$ cat config.mk
export PLATFORM = sky130hd
export DESIGN_NAME = tx_stream_ctrl
export DESIGN_NICKNAME = d
export VERILOG_FILES = /design/src/rtl/tx_stream_ctrl.sv
export SDC_FILE = /design/constraint.sdc
export NUM_CORES = 1
export LEC_CHECK = 0
export CAP_MARGIN = 30
export CORE_MARGIN = 1
export CORE_UTILIZATION = 51
export CTS_CLUSTER_DIAMETER = 30
export CTS_CLUSTER_SIZE = 25
export DETAILED_ROUTE_END_ITERATION = 10
export PLACE_DENSITY_LB_ADDON = 0.1
export SLEW_MARGIN = 10
export SYNTH_ARGS = -nofsm -noshare
export SYNTH_HDL_FRONTEND = slang
export SYNTH_SLANG_ARGS = --single-unit
export TNS_END_PERCENT = 50
$ cat constraint.sdc
create_clock -name clk -period 4.5 [get_ports clk]
set_input_delay 0.45 -clock clk [delete_from_list [all_inputs] [get_ports clk]]
set_output_delay 0.45 -clock clk [all_outputs]
set_load 0.01 [all_outputs]
$ cat src/rtl/tx_stream_ctrl.sv
// Host command/stream controller: parses FT245 byte packets into config writes, FIFO
// samples and START/STOP, and sequences the modulator. Optional status readback: TX_STATUS_EN.
module tx_stream_ctrl #(
    parameter int DEPTH_WIDTH = 10,
    parameter int PREFILL     = 512
) (
    input  logic       clk,
    input  logic       rst,
    input  logic [7:0] rx_data_si,
    input  logic       rx_valid_si,
    output logic       rx_ready_si,
    output logic [7:0] tx_data_si,
    output logic       tx_valid_si,
    input  logic       tx_ready_si,
    output logic [7:0] fifo_wr_data,
    output logic       fifo_wr_en,
    input  logic       fifo_full,
    input  logic       fifo_empty,
    input  logic       mod_read,
    output logic       mod_enable,
    output logic [7:0] cfg_reg0,
    output logic [7:0] cfg_reg1,
    output logic [7:0] cfg_reg2,
    output logic [7:0] cfg_reg3,
    output logic       underflow,
    output logic [7:0] underflow_cnt
);

    localparam logic [DEPTH_WIDTH:0] LP_PREFILL = PREFILL[DEPTH_WIDTH:0];
    localparam logic [DEPTH_WIDTH:0] LP_OCC_ONE = {{DEPTH_WIDTH{1'b0}}, 1'b1};

    typedef enum logic [2:0] {
        P_IDLE, P_CFG_ADDR, P_CFG_VAL, P_LEN, P_PAYLOAD, P_STAT0, P_STAT1
    } parse_t;

    // Encoding is visible to the host through the status byte.
    typedef enum logic [1:0] {
        R_STOPPED = 2'd0, R_PREFILL = 2'd1, R_RUN = 2'd2, R_DRAIN = 2'd3
    } run_t;

    parse_t               r_pstate, w_pnext;
    run_t                 r_rstate, w_rnext;
    logic [1:0]           r_addr;
    logic [8:0]           r_remain;
    logic [7:0]           r_cfg [4];
    logic [DEPTH_WIDTH:0] r_occ;
    logic                 r_mod_enable;
    logic                 r_underflow;
    logic [7:0]           r_ucnt;

    logic                 w_rx_ready;
    logic                 w_accept;
    logic                 w_wr_en;
    logic                 w_rd;
    logic                 w_start;
    logic                 w_stop;
    logic                 w_tx_valid;
    logic [7:0]           w_tx_data;

    // Ready is kept apart from the next-state logic so accept has no loop through it.
    always_comb begin
        w_rx_ready = 1'b0;
        if (!rst) begin
            case (r_pstate)
                P_IDLE, P_CFG_ADDR, P_CFG_VAL, P_LEN: w_rx_ready = 1'b1;
                P_PAYLOAD:                            w_rx_ready = !fifo_full;
                default:                              w_rx_ready = 1'b0;
            endcase
        end
    end

    assign w_accept = rx_valid_si & w_rx_ready;
    assign w_wr_en  = w_accept && (r_pstate == P_PAYLOAD);
    assign w_rd     = mod_read & !fifo_empty;

    always_comb begin
        w_pnext    = r_pstate;
        w_start    = 1'b0;
        w_stop     = 1'b0;
        w_tx_valid = 1'b0;
        w_tx_data  = 8'd0;
        case (r_pstate)
            P_IDLE: begin
                if (w_accept) begin
                    case (rx_data_si)
                        8'h01:   w_pnext = P_CFG_ADDR;
                        8'h02:   w_pnext = P_LEN;
                        8'h03:   w_start = 1'b1;
                        8'h04:   w_stop  = 1'b1;
`ifdef TX_STATUS_EN
                        8'h05:   w_pnext = P_STAT0;
`endif
                        default: w_pnext = P_IDLE;
                    endcase
                end
            end
            P_CFG_ADDR: if (w_accept) w_pnext = P_CFG_VAL;
            P_CFG_VAL:  if (w_accept) w_pnext = P_IDLE;
            P_LEN:      if (w_accept) w_pnext = P_PAYLOAD;
            P_PAYLOAD:  if (w_accept && r_remain == 9'd1) w_pnext = P_IDLE;
`ifdef TX_STATUS_EN
            P_STAT0: begin
                w_tx_valid = 1'b1;
                w_tx_data  = {r_rstate, r_underflow, fifo_full, fifo_empty, 3'b000};
                if (tx_ready_si) w_pnext = P_STAT1;
            end
            P_STAT1: begin
                w_tx_valid = 1'b1;
                w_tx_data  = r_ucnt;
                if (tx_ready_si) w_pnext = P_IDLE;
            end
`endif
            default: w_pnext = P_IDLE;
        endcase
    end

    always_ff @(posedge clk) begin
        if (rst) begin
            r_pstate <= P_IDLE;
            r_remain <= 9'd0;
        end else begin
            r_pstate <= w_pnext;
            if (w_accept && r_pstate == P_LEN)
                r_remain <= (rx_data_si == 8'd0) ? 9'd256 : {1'b0, rx_data_si};
            else if (w_wr_en)
                r_remain <= r_remain - 9'd1;
        end
    end

    always_ff @(posedge clk) begin
        if (w_accept && r_pstate == P_CFG_ADDR)
            r_addr <= rx_data_si[1:0];
    end

    always_ff @(posedge clk) begin
        if (rst) begin
            for (int i = 0; i < 4; i++) r_cfg[i] <= 8'd0;
        end else if (w_accept && r_pstate == P_CFG_VAL) begin
            r_cfg[r_addr] <= rx_data_si;
        end
    end

    always_ff @(posedge clk) begin
        if (rst) begin
            r_occ <= '0;
        end else begin
            case ({w_wr_en, w_rd})
                2'b10:   r_occ <= r_occ + LP_OCC_ONE;
                2'b01:   r_occ <= r_occ - LP_OCC_ONE;
                default: r_occ <= r_occ;
            endcase
        end
    end

    always_comb begin
        w_rnext = r_rstate;
        case (r_rstate)
            R_STOPPED: if (w_start) w_rnext = R_PREFILL;
            R_PREFILL: begin
                if (w_stop)
                    w_rnext = R_STOPPED;
                else if (r_occ >= LP_PREFILL || fifo_full)
                    w_rnext = R_RUN;
            end
            R_RUN:     if (w_stop) w_rnext = R_DRAIN;
            R_DRAIN:   if (fifo_empty) w_rnext = R_STOPPED;
            default:   w_rnext = R_STOPPED;
        endcase
    end

    // Enable is registered from the next state so it rises on the edge RUN is entered.
    always_ff @(posedge clk) begin
        if (rst) begin
            r_rstate     <= R_STOPPED;
            r_mod_enable <= 1'b0;
        end else begin
            r_rstate     <= w_rnext;
            r_mod_enable <= (w_rnext == R_RUN) || (w_rnext == R_DRAIN);
        end
    end

    always_ff @(posedge clk) begin
        if (rst) begin
            r_underflow <= 1'b0;
            r_ucnt      <= 8'd0;
        end else if (r_rstate == R_RUN && mod_read && fifo_empty) begin
            r_underflow <= 1'b1;
            if (r_ucnt != 8'hFF) r_ucnt <= r_ucnt + 8'd1;
        end
    end

`ifndef TX_STATUS_EN
    logic w_unused_tx_ready;
    assign w_unused_tx_ready = tx_ready_si;
`endif

    assign rx_ready_si   = w_rx_ready;
    assign tx_valid_si   = w_tx_valid;
    assign tx_data_si    = w_tx_data;
    assign fifo_wr_data  = rx_data_si;
    assign fifo_wr_en    = w_wr_en;
    assign mod_enable    = r_mod_enable;
    assign cfg_reg0      = r_cfg[0];
    assign cfg_reg1      = r_cfg[1];
    assign cfg_reg2      = r_cfg[2];
    assign cfg_reg3      = r_cfg[3];
    assign underflow     = r_underflow;
    assign underflow_cnt = r_ucnt;

endmodule

; After elaboration in Yosys (flattened, before gate mapping)
; Memories as Yosys holds them, arrays and structs flattened.
; Index checks and enable logic that the tools add are counted.
[op_classes]
n_mux = 33
n_lt_le_gt_ge = 1
eq_ne = 23
reduce_logical = 21
add_sub_neg = 4
bitwise_logic = 2
[ops]
columns = cell, n
row1 = $mux 9, 3
row2 = $pmux 11 s2, 1
row3 = $eq 8x2->1 const B, 2
row4 = $mux 3, 5
row5 = $pmux 3 s5, 1
row6 = $mux 1, 13
row7 = $mux 2, 6
row8 = $add 11x1->11 const B, 1
row9 = $ge 11x10->1 const B, 1
row10 = $sub 11x1->11 const B, 1
row11 = $eq 2x2->1 const B, 5
row12 = $ne 2x2->1 const B, 5
row13 = $eq 9x1->1 const B, 1
row14 = $pmux 3 s3, 1
row15 = $sub 9x1->9 const B, 1
row16 = $add 8x1->8 const B, 1
row17 = $eq 8x1->1 const B, 1
row18 = $eq 8x3->1 const B, 1
row19 = $logic_not 8->1, 1
row20 = $mux 8, 1
row21 = $ne 8x8->1 const B, 1
row22 = $pmux 2 s4, 1
row23 = $reduce_or 8->1, 1
row24 = $logic_and 1x1->1, 7
row25 = 16 further kinds, 22
[word_totals]
mem_count = 1
reg_bits = 37
ram_bits = 32
elab_cells = 93
[mem_list]
columns = name, depth, word_bits, rd, rd_clocked_by_memory_dff, write_ports, line_no
row1 = r_cfg, 4, 8, 4, 0, 4, 45  ; logic [7:0] r_cfg [4];

; Depth between registers and ports, before layout
; Gate-level depths: netlist of run 1.
[logic_depth]
depth_word = 11
mapped_depth = 12
depth_no_buf = 11

; Worst setup path after synthesis of run 1
; Ideal clock, no wire load.
[synth_timing]
path_type = input to register
from = in fifo_full
to = reg r_occ[10]
setup_slack_ps = 1192
arrival_time_ps = 3184
path_buffers = 0
path_stages = 10
setup_time_ps = 123
path_cell_list = nor4bb_1 > nand2_1 > ha_1 > ha_1 > o21ai_1 > a211oi_1 > o21ai_1 > or4b_1 > a31oi_1 > mux2_1
[synth_between]
elab_chain_len = 7
elab_cells_between_ends = 9
[synth_lines]
columns = item, line_no
row1 = "start, declared", 17  ; input logic fifo_full,
row2 = $logic_not 1->1 (*), 66  ; P_PAYLOAD: w_rx_ready = !fifo_full;
row3 = $pmux 1 s2 (*), 64  ; case (r_pstate)
row4 = $mux 1 (*), 63  ; if (!rst) begin
row5 = $and 1x1->1 (*), 72  ; assign w_accept = rx_valid_si & w_rx_ready;
row6 = $logic_and 1x1->1 (*), 73  ; assign w_wr_en = w_accept && (r_pstate == P_PAYLOAD);
row7 = $eq 2x1->1 or $eq 2x2->1 (tied branches), 147  ; case ({w_wr_en, w_rd})
row8 = $pmux 11 s2 or $reduce_bool 2->1 (tied branches), --
row9 = "end signal, assigned", 148  ; 2'b10: r_occ <= r_occ + LP_OCC_ONE;
row10 = "end signal, assigned", 149  ; 2'b01: r_occ <= r_occ - LP_OCC_ONE;
row11 = "end signal, assigned", 150  ; default: r_occ <= r_occ;
row12 = "end, declared", 46  ; logic [DEPTH_WIDTH:0] r_occ;
; Every way passes the cells marked *; elsewhere a longest branch is shown, timed or not.
; A chain may end at the register's enable or synchronous reset.

; Worst setup path in the final report of run 1
; Same ends and word-level chain as after synthesis.

==> flow_summary.yaml, run 1 <==
clocking:
  cts.clk_slew.worst_paths_ps: 70
  cts_made_buffers: 9
  cts_htree_levels: 3
  cts-hold-fix-buffers: 0
  cts_resized: 0
  cts_setup_buffers: 0
  clk_latency_ps: 340
  clockRootBuffer: "clkbuf_8"
  cts_buffer_depth: 2
  cts_tree: "done"
  cts.sinks: 69
critical_path:
  startpoint_type: "input pin"
  rr_endpoint: "r_occ[10]$_SDFFE_PP0P_"
  end_kind: "flip-flop"
  reg2regPathDepth: 11
  reg2reg_slack_ps: 870
  worstPathArrival_ps: 4040
  required_ps: 4720
  critPathKind: "input pin to flip-flop"
  reg2reg_from: "r_pstate[2]$_SDFFE_PP0P_"
  cp_max_fo: 8
power:
  p_leak_nw: 1.62
  vdd_drop_max_mv: 0.131
  p_per_area_nw_per_um2: 291
detailed_routing:
  drc_errors: 0
  ant_nets: 0
  vias: 3056
  drt_wl_total_mm: 7.75
  drt_pass1_iterations: 4
  via_per_inst: 5.56
  drt_iter0_markers: 180
  routedWlPerCell_microns: 14.1
logic_synthesis:
  synthesis.area_sq_um: 3690
  synth-compound-area-share_pct: 15.7
  synth_flop_cell: "dfxtp_1"
  ys_types: 64
  ys_seq_elements: 69
  yosysWarnings: 0
  synth_mux_area_share_pct: 1.39
  netlist_instances: 395
  seq_area_frac_synth_pct: 46.7
  synth_top_family_by_area: "simple AND/OR/NAND/NOR gates"
  syn_avg_cell_area_sq_um: 9.34
  synth-simple-area-share_pct: 24.1
  synthAdderAreaFrac_pct: 2.71
  synth_edf_count: 34
  synth-xor-area-share_pct: 3.09
  async_flop_share_pct: 0
timing:
  tns_ps: 0
  period_minus_slack_ps: 3820
  clock.fmax_mhz: 262
  setup_violations: 0
  whs_ps: 454
  hold_viol_final: 0
  rsz0062_at_grt: "no"
  clock_skew_ps: 11.8
  finalMaxSlewViolations: 0
  timing.final.crit_share_pct: 84.9
  slew-limit-headroom_pct: 52.1
  worst_pin_slew_ps: 716
floorplan:
  die_height_microns: 87.1
  start_util_pct: 53.4
  row_count: 30
  dieArea_sq_um: 7580
  io_pins: 76
  die_w_microns: 87.1
  core_region_area_sq_um: 6910
grt:
  antenna_found_initial: 0
  grt_pass1_wl_mm: 13.1
  grt_pass1_vias: 2839
  grt_usage_pct: 22.2
  grt_max_degree: 49
  gr-total-overflow: 0
run_status:
  status: "finished clean"
final_layout:
  finalInstanceArea_sq_um: 4510
  layout-drive-gt1-share_pct: 5.29
  n_antenna_cell: 0
  area_growth_pct: 22.2
  fin_nets: 472
  layout_commonest_cell: "clkdlybuf4s50_1"
  final_cell_mix: "clkdlybuf4s50_1 (65), nor2_1 (39), a21oi_1 (35), dfxtp_1 (35), edfxtp_1 (34)"
placement:
  place.gp.congestion: 0.881
  port-buffer-count: 65
  placed_area_sq_um: 4330
  dp_hpwl_mm: 5.36
worst_hold_path:
  hold_depth: 2
  hold_path_end: "underflow$_SDFFE_PP0P_"
  hold_path_class: "flip-flop to flip-flop"
  min_from: "underflow$_SDFFE_PP0P_"
run:
  cap_violations: 0
cell families (layout without fill, tap and decap cells):
kind of cell / after synthesis / in the layout
other cells: 1 / 9
flops: 69 / 69
compound gates: 91 / 91
mux: 5 / 5
simple gates: 164 / 164
fa+ha+maj: 8 / 8
buf+inv: 44 / 95
xor+xnor: 13 / 13
Yosys cell counts (3+ instances only):
| master | instances | share of area [%] |
|---|---|---|
| xor2_1 | 10 | 2.4 |
| nor4_1 | 5 | 0.85 |
| o211ai_1 | 3 | 0.61 |
| nand3_1 | 8 | 1.1 |
| or4_1 | 3 | 0.61 |
| and3_1 | 6 | 1.0 |
| edfxtp_1 | 34 | 28 |
| mux2i_1 | 4 | 1.1 |
| and2_1 | 31 | 5.3 |
| nand4_1 | 6 | 1.0 |
| a21oi_1 | 35 | 4.7 |
| inv_1 | 9 | 0.92 |
| xnor2_1 | 3 | 0.71 |
| buf_4 | 17 | 3.5 |
| nor2b_1 | 7 | 1.2 |
| a31oi_1 | 6 | 1.0 |
| o21ai_0 | 12 | 1.6 |
| nand2_1 | 27 | 2.7 |
| a22oi_1 | 3 | 0.61 |
| nor3b_1 | 4 | 0.81 |
| dfxtp_1 | 35 | 19 |
| or3_1 | 5 | 0.85 |
| ha_1 | 8 | 2.7 |
| nor3_1 | 7 | 0.95 |
| clkbuf_1 | 14 | 1.4 |
| nor2_1 | 39 | 4.0 |
| o21ai_1 | 3 | 0.41 |
how the worst max path moves through the flow:
stage	from	depth (start not counted)	slack, ps	to
finish	fifo_full	12	680	r_occ[10]$_SDFFE_PP0P_
global route	fifo_full	12	380	r_occ[10]$_SDFFE_PP0P_
CTS	fifo_full	12	710	r_occ[10]$_SDFFE_PP0P_
detailed placement	fifo_full	12	390	r_occ[10]$_SDFFE_PP0P_
global placement	fifo_full	12	490	r_occ[10]$_SDFFE_PP0P_
floorplan	fifo_full	10	1190	r_occ[10]$_SDFFE_PP0P_
routing by layer:
layer	GRT usage [%]	vias up	wire length, microns
met5	0	-	0
met4	9.09	0	51
met3	3.22	6	390
met2	40.2	86	3980
met1	26.3	1442	3330
li1	-	1522	-
report_power, final:
part           switching (mW)  total (mW)  internal [mW]
combinational          0.0808       0.152         0.0709
clock                   0.214       0.463          0.249
sequential             0.0205       0.695          0.675
total                   0.315        1.31          0.995
state kept, by name, summed over array words and instances, names as in the netlist:
signal         flops
r_addr             2
r_pstate           3
r_occ             11
r_rstate           2
underflow_cnt      8
underflow          1
r_remain           9
mod_enable         1
r_cfg             32
critical path: stages:
cell and delay [ps]:
clkdlybuf4s50_1 490, nor4bb_1 490, nand2_1 300, ha_1 320, xor2_1 220, ha_1 230
o21ai_1 110, a211oi_1 250, o21ai_1 160, or4b_1 500, a31oi_1 190, mux2_1 330
metrics by stage:
| stage | power [mW] | setup WS, ps | std cells | utilization, % |
|---|---|---|---|---|
| floorplan | 0.804 | 1190 | 403 | - |
| global placement | 0.857 | 487 | 534 | 62.6 |
| detailed placement | 0.861 | 392 | 534 | 62.6 |
| CTS | 1.32 | 712 | 550 | 65.3 |
| global route | 1.37 | 379 | 550 | 65.3 |
| finish | 1.31 | 681 | 550 | 65.3 |
layout make-up:
class / instances / area (sq um)
tap: 96 / 120
fill: 590 / 2400
clock inverter: 1 / 5.00
timing repair buffer: 68 / 673
clock buffer: 15 / 178
inverter: 11 / 41.3
multi-input combinational: 290 / 1770
sequential: 69 / 1720
No activity file was read; power rests on OpenSTA's default activity.
==> run 2: changes to the inputs <==
- clock period: 4.5 -> 3.7 ns (I/O delays scaled with it)
==> flow_summary.yaml, run 2 (same netlist as run 1, synthesis figures left out) <==
clocking:
  clockRootBuffer: "clkbuf_8"
  cts_setup_buffers: 0
  cts_resized: 0
  cts_tree: "done"
  cts-hold-fix-buffers: 0
  cts.clk_slew.worst_paths_ps: 70
  cts.sinks: 69
  cts_htree_levels: 3
  cts_buffer_depth: 2
  cts_made_buffers: 9
  clk_latency_ps: 330
final_layout:
  layout-drive-gt1-share_pct: 7.33
  reg.largest.list: "r_cfg (32), r_occ (11), r_remain (9)"
  fillers: 599
  n_antenna_cell: 0
  register_area_sq_um: 1720
  multi_input_area_sq_um: 1770
  final_util_pct: 66.1
  top_register: "r_cfg"
  largest_reg_flops: 32
  fin_nets: 482
  final_cell_mix: "clkdlybuf4s50_1 (65), nor2_1 (39), a21oi_1 (35), dfxtp_1 (35), edfxtp_1 (34)"
  layout_commonest_cell: "clkdlybuf4s50_1"
  area_growth_pct: 23.7
grt:
  grt_max_degree: 49
  grt_usage_pct: 22.2
  gr-total-overflow: 0
  grt_pass1_vias: 2906
  grt_pass1_wl_mm: 13.0
  antenna_found_initial: 0
power:
  vdd_drop_max_mv: 0.196
  p_leak_nw: 1.66
  p_per_area_nw_per_um2: 342
  power.total_mw: 1.56
critical_path:
  required_ps: 3910
  reg2reg_slack_ps: 470
  end_kind: "flip-flop"
  cp_max_fo: 3
  startpoint_type: "input pin"
  worstPathArrival_ps: 3590
  critPathKind: "input pin to flip-flop"
placement:
  place.gp.congestion: 0.840
  port-buffer-count: 65
  dp_hpwl_mm: 5.47
detailed_routing:
  routedWlPerCell_microns: 14.2
  vias: 3105
  drc_errors: 0
  drt_iter0_markers: 159
  via_per_inst: 5.54
  drt_pass1_iterations: 4
  drt_wl_total_mm: 7.93
  ant_nets: 0
floorplan:
  dieArea_sq_um: 7580
  io_pins: 76
  die_height_microns: 87.1
  start_util_pct: 53.4
  die_w_microns: 87.1
  core_region_area_sq_um: 6910
  row_count: 30
timing:
  period_minus_slack_ps: 3380
  clock.fmax_mhz: 296
  tns_ps: 0
  clock_skew_ps: 7.83
  slew-limit-headroom_pct: 53.0
  finalMaxSlewViolations: 0
  timing.final.crit_share_pct: 91.2
  worst_pin_slew_ps: 702
  setup_violations: 0
  rsz0062_at_grt: "no"
  hold_viol_final: 0
run_status:
  status: "finished clean"
worst_hold_path:
  hold_path_class: "flip-flop to flip-flop"
run:
  cap_violations: 0
## run 2: cell count changes in the layout (fill, tap and decap cells not counted), sizes merged
cell	change
buf	+10
clkbuf	-1
inv	+1
## run 2: final timing paths
path / startpoint / cells after the start / endpoint
setup / recovery: fifo_full / 12 / r_occ[10]$_SDFFE_PP0P_
hold / removal: underflow$_SDFFE_PP0P_ / 2 / underflow$_SDFFE_PP0P_
setup reg to reg: r_pstate[2]$_SDFFE_PP0P_ / 11 / r_occ[10]$_SDFFE_PP0P_
hold reg to reg: underflow$_SDFFE_PP0P_ / 2 / underflow$_SDFFE_PP0P_
## run 2: critical path: stages
cell and delay, ps:
clkdlybuf4s50_1 480, nor4bb_1 440, nand2_1 130, ha_1 270, xor2_1 200, ha_1 230
o21ai_1 110, a211oi_1 250, o21ai_1 100, or4b_1 480, a31oi_1 200, mux2_1 340
## run 2: layout make-up
cell class              instances  area share [%]
inverters                      11           0.905
repair buffers                 78            16.4
clock inverters                 2           0.247
flip-flops and latches         69            37.7
well taps                      96            2.63
clock buffers                  14            3.34
multi-input cells             290            38.8
## run 2: layer usage
metal	wire length (microns)	GRT usage [%]
met5	0	0
met4	157	11.1
met3	376	5.02
met2	4040	39.0
met1	3360	25.5
## run 2: per-stage QoR
| step | instance area [sq um] | hold WS [ps] | setup WS [ps] | instances |
|---|---|---|---|---|
| after floorplan | 3720 | 444 | 472 | 403 |
| after global placement | 4400 | 436 | 116 | 544 |
| after detailed placement | 4400 | 441 | 59.5 | 544 |
| after CTS | 4560 | 452 | 411 | 560 |
| after global routing | 4560 | 483 | 176 | 560 |
| final | 4560 | 450 | 325 | 560 |
## run 2: power by group
group	internal, mW	switching [mW]	leakage, nW
logic	0.0903	0.0999	0.940
registers	0.820	0.0248	0.632
clock network	0.262	0.264	0.0850
==> run 3: changes to the inputs <==
- CELL_PAD_IN_SITES_DETAIL_PLACEMENT: unset -> 1
- CELL_PAD_IN_SITES_GLOBAL_PLACEMENT: unset -> 2
- CORE_UTILIZATION: 51 -> 31
==> flow_summary.yaml, run 3 (same netlist as run 1, synthesis figures left out) <==
timing:
  clock_skew_ps: 5.52
  hold_viol_final: 0
  timing.final.crit_share_pct: 93.0
  setup_violations: 0
  rsz0062_at_grt: "no"
  clock.fmax_mhz: 291
  finalMaxSlewViolations: 0
  period_minus_slack_ps: 3440
  slew-limit-headroom_pct: 49.9
  worst_pin_slew_ps: 748
final_layout:
  largest_reg_flops: 32
  n_antenna_cell: 0
  fin_nets: 497
  final_cells: 622
  layout-drive-gt1-share_pct: 10.6
  area_growth_pct: 31.5
  final_util_pct: 42.1
  final_cell_mix: "clkdlybuf4s50_1 (64), nor2_1 (39), a21oi_1 (35), dfxtp_1 (35), edfxtp_1 (34)"
  top_register: "r_cfg"
  finalInstanceArea_sq_um: 4850
  reg.largest.list: "r_cfg (32), r_occ (11), r_remain (9)"
  layout_commonest_cell: "clkdlybuf4s50_1"
worst_hold_path:
  hold_path_class: "flip-flop to flip-flop"
  hold_depth: 2
  hold_path_end: "underflow$_SDFFE_PP0P_"
  min_from: "underflow$_SDFFE_PP0P_"
placement:
  port-buffer-count: 65
  placed_area_sq_um: 4570
  dp_hpwl_mm: 7.08
  dp_cells: 606
  place.gp.congestion: 0.731
run_status:
  status: "finished, violations left"
  violations: "DRC"
grt:
  gr-total-overflow: 0
  grt_max_degree: 49
  grt_usage_pct: 16.9
  grt_pass1_wl_mm: 16.6
  antenna_found_initial: 0
  grt_pass1_vias: 3238
clocking:
  clk_latency_ps: 330
  cts-hold-fix-buffers: 0
  cts_setup_buffers: 0
  cts_resized: 0
  cts.clk_slew.worst_paths_ps: 60
  cts_made_buffers: 9
  cts_buffer_depth: 2
  cts.sinks: 69
  cts_tree: "done"
  cts_htree_levels: 3
  clockRootBuffer: "clkbuf_16"
critical_path:
  cp_max_fo: 3
  reg2reg_slack_ps: 490
  crit_path_max_incr_delay_ps: 490
  critPathSlowestCell: "clkdlybuf4s50_1"
  rr_endpoint: "r_occ[10]$_SDFFE_PP0P_"
  cp_cell_sequence: "clkdlybuf4s50_1 > nor4bb_1 > buf_4 > nand2_1 > ha_1 > xor2_1 > ha_1 > o21ai_1 > a211oi_1 > o21ai_1 > or4b_1 > a31oi_1 > mux2_1"
  critPathKind: "input pin to flip-flop"
  reg2regPathDepth: 11
  required_ps: 3920
  startpoint_type: "input pin"
  end_kind: "flip-flop"
  reg2reg_from: "r_pstate[1]$_SDFFE_PP0P_"
  worstPathArrival_ps: 3660
power:
  vdd_drop_max_mv: 0.153
  p_leak_nw: 1.78
  p_per_area_nw_per_um2: 388
  power.total_mw: 1.88
detailed_routing:
  drt_pass1_iterations: 8
  ant_nets: 0
  drc_errors: 16
  vias: 3198
  routedWlPerCell_microns: 15.8
  via_per_inst: 5.14
  drt_iter0_markers: 124
  drt_wl_total_mm: 9.84
floorplan:
  core_region_area_sq_um: 11500
  dieArea_sq_um: 12300
  die_height_microns: 111
  io_pins: 76
  start_util_pct: 32.0
  row_count: 39
  die_w_microns: 111
run:
  cap_violations: 0
-- run 3: cell types whose count changed in the layout (fill, tap and decap cells not counted), sizes merged --
cell | previous run | this run
clkinvlp | 0 | 1
bufinv | 0 | 1
clkbuf | 14 | 11
clkinv | 1 | 3
inv | 12 | 11
buf | 13 | 29
clkdlybuf4s50 | 65 | 64
-- run 3: worst max path at each step --
stage	start	slack, ps	depth (start not counted)	end
after global placement	rx_valid_si	-0.7	13	r_occ[10]$_SDFFE_PP0P_
after CTS	rx_valid_si	230	13	r_occ[10]$_SDFFE_PP0P_
after floorplan	fifo_full	470	10	r_occ[10]$_SDFFE_PP0P_
final	rx_valid_si	260	13	r_occ[10]$_SDFFE_PP0P_
after detailed placement	rx_valid_si	-110	13	r_occ[10]$_SDFFE_PP0P_
after global routing	rx_valid_si	70	13	r_occ[10]$_SDFFE_PP0P_
-- run 3: cell type report --
cell class | instances | area, sq um
clock buffers | 11 | 233
flip-flops and latches | 69 | 1720
repair buffers | 93 | 856
multi-input cells | 290 | 1770
clock inverters | 5 | 51.3
inverters | 11 | 41.3
well taps | 143 | 179
fillers | 1347 | 6670
-- run 3: stage by stage --
stage | setup slack (ps) | hold WS [ps] | setup TNS [ps]
after floorplan | 472 | 444 | 0
after global placement | -0.712 | 436 | -0.712
after detailed placement | -114 | 439 | -114
after CTS | 232 | 446 | 0
after global routing | 74.1 | 473 | 0
final | 260 | 442 | 0
-- run 3: routing by layer --
layer	GRT usage [%]	vias to the layer above	share of wire [%]
met2	30.4	63	51
li1	-	1573	-
met3	3.44	5	3.7
met5	0	-	0
met1	20.2	1557	45
met4	4.95	0	0.85
-- run 3: critical path, delay by kind of cell --
family | cells | cell delay, ps
simple gates | 3 | 860
compound gates | 4 | 690
buf+inv | 2 | 660
fa+ha+maj | 2 | 510
mux | 1 | 330
xor+xnor | 1 | 220
-- run 3: where the power goes --
part | total (mW) | leakage (nW) | switching (mW) | internal [mW]
combinational | 0.205 | 1.01 | 0.107 | 0.0975
clock | 0.831 | 0.137 | 0.314 | 0.517
sequential | 0.847 | 0.632 | 0.0260 | 0.821
total | 1.88 | 1.78 | 0.447 | 1.44
